## src/rtl/hci_core_req_buffer.sv

```systemverilog
// hci_core_req_buffer: request FIFO between a core and the log interconnect,
// with registered in-order responses and outstanding-transaction tracking.
module hci_core_req_buffer #(
  parameter int DEPTH   = 4,
  parameter int AW      = 32,
  parameter int DW      = 32,
  parameter int BW      = 8,
  parameter int UW      = 1,
  parameter int MAX_OUT = DEPTH + 2
) (
  input  logic                           clk_i,
  input  logic                           rst_i,
  input  logic                           clear_i,
  input  logic                           core_req_i,
  output logic                           core_gnt_o,
  input  logic [AW-1:0]                  core_add_i,
  input  logic                           core_wen_i,
  input  logic [DW-1:0]                  core_data_i,
  input  logic [DW/BW-1:0]               core_be_i,
  input  logic [UW-1:0]                  core_user_i,
  output logic                           core_r_valid_o,
  output logic [DW-1:0]                  core_r_data_o,
  output logic [UW-1:0]                  core_r_user_o,
  output logic                           ic_req_o,
  input  logic                           ic_gnt_i,
  output logic [AW-1:0]                  ic_add_o,
  output logic                           ic_wen_o,
  output logic [DW-1:0]                  ic_data_o,
  output logic [DW/BW-1:0]               ic_be_o,
  output logic [UW-1:0]                  ic_user_o,
  input  logic                           ic_r_valid_i,
  input  logic [DW-1:0]                  ic_r_data_i,
  input  logic [UW-1:0]                  ic_r_user_i,
  output logic [$clog2(DEPTH+1)-1:0]     count_o,
  output logic [$clog2(MAX_OUT+1)-1:0]   outstanding_o,
  output logic                           err_o
);
  localparam int BEW = DW / BW;
  localparam int CW  = $clog2(DEPTH + 1);
  localparam int OW  = $clog2(MAX_OUT + 1);
  localparam int PW  = $clog2(DEPTH);
  localparam int EW  = AW + 1 + DW + BEW + UW;

  logic [EW-1:0] mem_q [DEPTH];
  logic [PW-1:0] wptr_q, wptr_d, rptr_q, rptr_d;
  logic [CW-1:0] count_q, count_d;
  logic [OW-1:0] outst_q, outst_d, drop;
  logic          r_valid_q, err_q, err_d;
  logic [DW-1:0] r_data_q;
  logic [UW-1:0] r_user_q;
  logic          full, empty, push, pop, unexp, fwd;

  // A response is unexpected when every accepted, undelivered transaction is
  // still sitting in the FIFO (the one in the response register is excluded).
  always_comb begin
    full       = count_q == CW'(DEPTH);
    empty      = count_q == '0;
    core_gnt_o = !full && outst_q < OW'(MAX_OUT) && !clear_i;
    push       = core_req_i && core_gnt_o;
    pop        = !empty && ic_gnt_i;
    unexp      = ic_r_valid_i && (outst_q - OW'(r_valid_q) == OW'(count_q));
    fwd        = ic_r_valid_i && !unexp;
    drop       = clear_i ? OW'(count_q) - OW'(pop) : '0;
    count_d    = clear_i ? '0 : count_q + CW'(push) - CW'(pop);
    outst_d    = outst_q + OW'(push) - OW'(r_valid_q) - drop;
    wptr_d     = clear_i ? '0 : !push ? wptr_q : wptr_q == PW'(DEPTH - 1) ? '0 : wptr_q + PW'(1);
    rptr_d     = clear_i ? '0 : !pop ? rptr_q : rptr_q == PW'(DEPTH - 1) ? '0 : rptr_q + PW'(1);
    err_d      = err_q || unexp;
  end

  always_ff @(posedge clk_i or posedge rst_i) begin
    if (rst_i) begin
      wptr_q    <= '0;
      rptr_q    <= '0;
      count_q   <= '0;
      outst_q   <= '0;
      r_valid_q <= 1'b0;
      r_data_q  <= '0;
      r_user_q  <= '0;
      err_q     <= 1'b0;
    end else begin
      wptr_q    <= wptr_d;
      rptr_q    <= rptr_d;
      count_q   <= count_d;
      outst_q   <= outst_d;
      r_valid_q <= fwd;
      err_q     <= err_d;
      if (fwd) begin
        r_data_q <= ic_r_data_i;
        r_user_q <= ic_r_user_i;
      end
    end
  end

  always_ff @(posedge clk_i) begin
    if (push) mem_q[wptr_q] <= {core_add_i, core_wen_i, core_data_i, core_be_i, core_user_i};
  end

  assign {ic_add_o, ic_wen_o, ic_data_o, ic_be_o, ic_user_o} = mem_q[rptr_q];
  assign ic_req_o       = !empty;
  assign count_o        = count_q;
  assign outstanding_o  = outst_q;
  assign core_r_valid_o = r_valid_q;
  assign core_r_data_o  = r_data_q;
  assign core_r_user_o  = r_user_q;
  assign err_o          = err_q;
endmodule

```

## config.mk

```make
export PLATFORM = sky130hd
export DESIGN_NAME = hci_core_req_buffer
export DESIGN_NICKNAME = d
export VERILOG_FILES = /design/src/rtl/hci_core_req_buffer.sv
export SDC_FILE = /design/constraint.sdc
export NUM_CORES = 1
export LEC_CHECK = 0
export ABC_AREA = 1
export ABC_CLOCK_PERIOD_IN_PS = 4000
export BUFFER_PORTS_ARGS = -buffer_cell sky130_fd_sc_hd__buf_2
export CORE_MARGIN = 3
export CORE_UTILIZATION = 50
export CTS_CLUSTER_SIZE = 20
export DETAILED_ROUTE_END_ITERATION = 10
export PLACE_DENSITY = 0.79
export SLEW_MARGIN = 25
export SYNTH_ARGS = -nofsm -noshare
export SYNTH_HDL_FRONTEND = slang
export SYNTH_SLANG_ARGS = --single-unit
export TNS_END_PERCENT = 5
```

## constraint.sdc

```tcl
create_clock -name clk_i -period 4 [get_ports clk_i]
set_clock_uncertainty 0.15 [all_clocks]
set_input_delay 0.4 -clock clk_i [delete_from_list [all_inputs] [get_ports clk_i]]
set_output_delay 0.4 -clock clk_i [all_outputs]
set_load 0.02 [all_outputs]
```

==> results.json <==
{
  "status": "completed",
  "timing.final.crit_share_pct": 86.2,
  "yosys_register_bits": 325,
  "synth_top_cell_area_share_pct": 67.2,
  "cts.repair.resized": 0,
  "ys.warnings.count": 0,
  "avgSynthCellArea_um2": 13.5,
  "slowest_stage": "dfrtp_4",
  "htreeDepth": 2,
  "ys_top_cells_by_area": "edfxtp_1 (67%), dfrtp_1 (9.0%), o21ai_0 (5.7%), nor2_1 (4.5%), o22ai_1 (3.5%)",
  "drt_wl_total_mm": 28.8,
  "layout_common_cells": "edfxtp_1 (280), buf_2 (221), nor2_1 (147)",
  "areaGrowthSynthToFinish_pct": 27.5,
  "drive_gt1_share_pct": 23.4,
  "postPlaceCellArea_um2": 13900,
  "synthFlopType": "edfxtp_1",
  "clkPwrFrac_pct": 26.3,
  "p_sw_w": 0.00392,
  "vias": 8493,
  "ys_types": 27,
  "drc_errors": 0,
  "cts_tree": "built",
  "crit_fanout": 80,
  "rsz0062_at_grt": "no",
  "post-dp-hpwl_mm": 15.4,
  "comb_power_share_pct": 32.7,
  "timing.fmax_mhz": 290,
  "yosys.area.top_type": "edfxtp_1",
  "final_hold_viol_count": 0,
  "grt_pass1_vias": 8864,
  "ir_drop_mv": 0.534,
  "ant_nets": 0,
  "clock_path_buffers": 3,
  "synth_cells": 929,
  "seq_power_share_pct": 41.0,
  "final_nets": 1373,
  "ctsHoldBuffers": 103,
  "via_per_inst": 5.32,
  "timing.final.crit_period_ns": 3.45,
  "r2r_setup_slack_ns": 1.01,
  "overflow": 0,
  "clk_pin_slew_worst_paths_ns": 0.06,
  "num_rows": 57,
  "holdPathStages": 3,
  "synth_edf_count": 280,
  "post_cts_buffers": 0,
  "intPower_w": 0.00692,
  "start_kind": "flop",
  "critPathCaptureType": "output port",
  "routabilityCongestion": 0.779,
  "reg2reg_depth": 14,
  "initial_core_util_pct": 51.1,
  "syn-num-nets": 1054,
  "slowest_delay_ns": 0.88,
  "finalSetupTns_ns": 0,
  "slew_viol_final": 0,
  "r2r_end": "outstanding_o[2]",
  "chipWidth_um": 164,
  "hold_ws_ns": 0.0505,
  "synth_area_um2": 12500,
  "dieHeight_um": 164,
  "cp.required_ns": 3.45,
  "clkSinkCount": 325,
  "drtIter0Drc": 522,
  "cts_root_buf": "clkbuf_16",
  "wl_per_cell_um": 18.1,
  "arrival_ns": 2.90,
  "grt_pass1_wl_mm": 45.2,
  "r2r-start": "count_o[1]",
  "io_buffers": 221,
  "grt_use_total_pct": 21.3,
  "first_pass_iters": 5,
  "cap_violations": 0,
  "worst_pin_slew_ns": 0.824,
  "yosysSeqAreaShare_pct": 76.2,
  "synthArstFlopShare_pct": 13.8,
  "stdcell_area_um2": 15900,
  "path_class": "reg -> out",
  "hold_path_end": "core_r_data_o[1]",
  "setup_viol": 0,
  "power_per_cell_area_nw_per_um2": 680,
  "core_region_area_um2": 24500,
  "max-slew-margin-rel_pct": 45.1,
  "numCtsBuffers": 34,
  "die_area_um2": 27000,
  "grt_max_degree": 92,
  "swShare_pct": 36.2,
  "insertion_delay_ns": 0.49,
  "hold_path.startpoint": "ic_r_data_i[1]",
  "layout_commonest_cell": "edfxtp_1",
  "crit_chain": "buf_4 -> o21ai_0 -> o22ai_1 -> buf_2",
  "antenna_found_initial": 1,
  "leakagePower_nw": 6.18,
  "min_path_type": "in -> reg",
  "pin_count": 222
}
-- worst max-delay path, delay by kind of cell (launching register included) --
kind	cells	cell delay, ns
buffers and inverters	2	0.94
flip-flops	1	0.88
AO/OA/AOI/OAI	2	0.53
-- Yosys cell counts (2+ instances only) --
cell and instances:
nand2_1 87, nand3_1 37, nor2_1 151, xor2_1 2
inv_1 27, o22ai_1 70, edfxtp_1 280, dfrtp_1 45
clkbuf_1 27, o21ai_0 143, clkbuf_2 3, xnor2_1 4
buf_6 3, buf_4 4, ha_1 13, inv_2 3
fa_1 3, buf_2 18
-- state kept, by name (all words and copies together), names as in the netlist --
signal,cells
core_r_valid_o,1
mem_q,280
wptr_q,2
count_o,3
err_o,1
rptr_q,2
core_r_data_o,32
core_r_user_o,1
outstanding_o,3
-- kinds of logic (layout without fill, tap and decap cells) --
| kind of cell | Yosys count | after routing | share of synthesized area, % |
|---|---|---|---|
| xor gates and xnor gates | 6 | 6 | 0.420 |
| adders and majority gates | 16 | 16 | 1.78 |
| AOI/OAI and AO/OA | 215 | 215 | 9.32 |
| and+or+nand+nor | 282 | 282 | 9.20 |
| other | 0 | 1 | 0 |
| buffers and inverters | 85 | 427 | 3.06 |
| DFF | 325 | 325 | 76.2 |
-- layout make-up --
cell class	count	area, um^2
clock buffer	40	873
timing repair buffer	338	2250
clock inverter	19	135
fill	1667	8510
antenna	1	2.50
sequential	325	9540
inverter	30	115
tap	324	405
multi-input combinational	519	2620
-- metrics by stage --
| stage | total power, W | cells | worst slack (ns) | util (%) |
|---|---|---|---|---|
| floorplan | 0.00682 | 929 | -0.520 | - |
| global placement | 0.00785 | 1433 | 1.11 | 56.8 |
| detailed placement | 0.00795 | 1433 | 1.05 | 56.8 |
| CTS | 0.0109 | 1595 | 0.564 | 65.2 |
| global route | 0.0114 | 1596 | 0.403 | 65.2 |
| finish | 0.0108 | 1596 | 0.551 | 65.2 |
-- routing by layer --
metal	part of all wire [%]	wire, um	global-route usage [%]
met1	39	11100	25.5
met5	0	0	0
met3	7.5	2160	5.22
met2	52	15000	37.9
met4	1.9	540	6.81
-- power groups by stage --
stage / Sequential (W) / Clock (W) / Combinational, W
2_1_floorplan: 0.00468 / 0 / 0.00214
3_3_place_gp: 0.00449 / 0 / 0.00337
3_5_place_dp: 0.00449 / 0 / 0.00345
4_1_cts: 0.00444 / 0.00292 / 0.00355
5_1_grt: 0.00449 / 0.00306 / 0.00389
6_report: 0.00445 / 0.00285 / 0.00354
-- how the worst max path moves through the flow --
stage	start	endpoint	cells past startpoint
after global routing	rptr_q[0]	ic_add_o[1]	4
after floorplan	count_o[1]	mem_q[0][0]	4
after detailed placement	count_o[1]	outstanding_o[2]	14
after CTS	rptr_q[0]	ic_add_o[5]	4
final	rptr_q[0]	ic_add_o[1]	4
after global placement	count_o[1]	outstanding_o[2]	14
No activity file was read; power rests on OpenSTA's default activity.
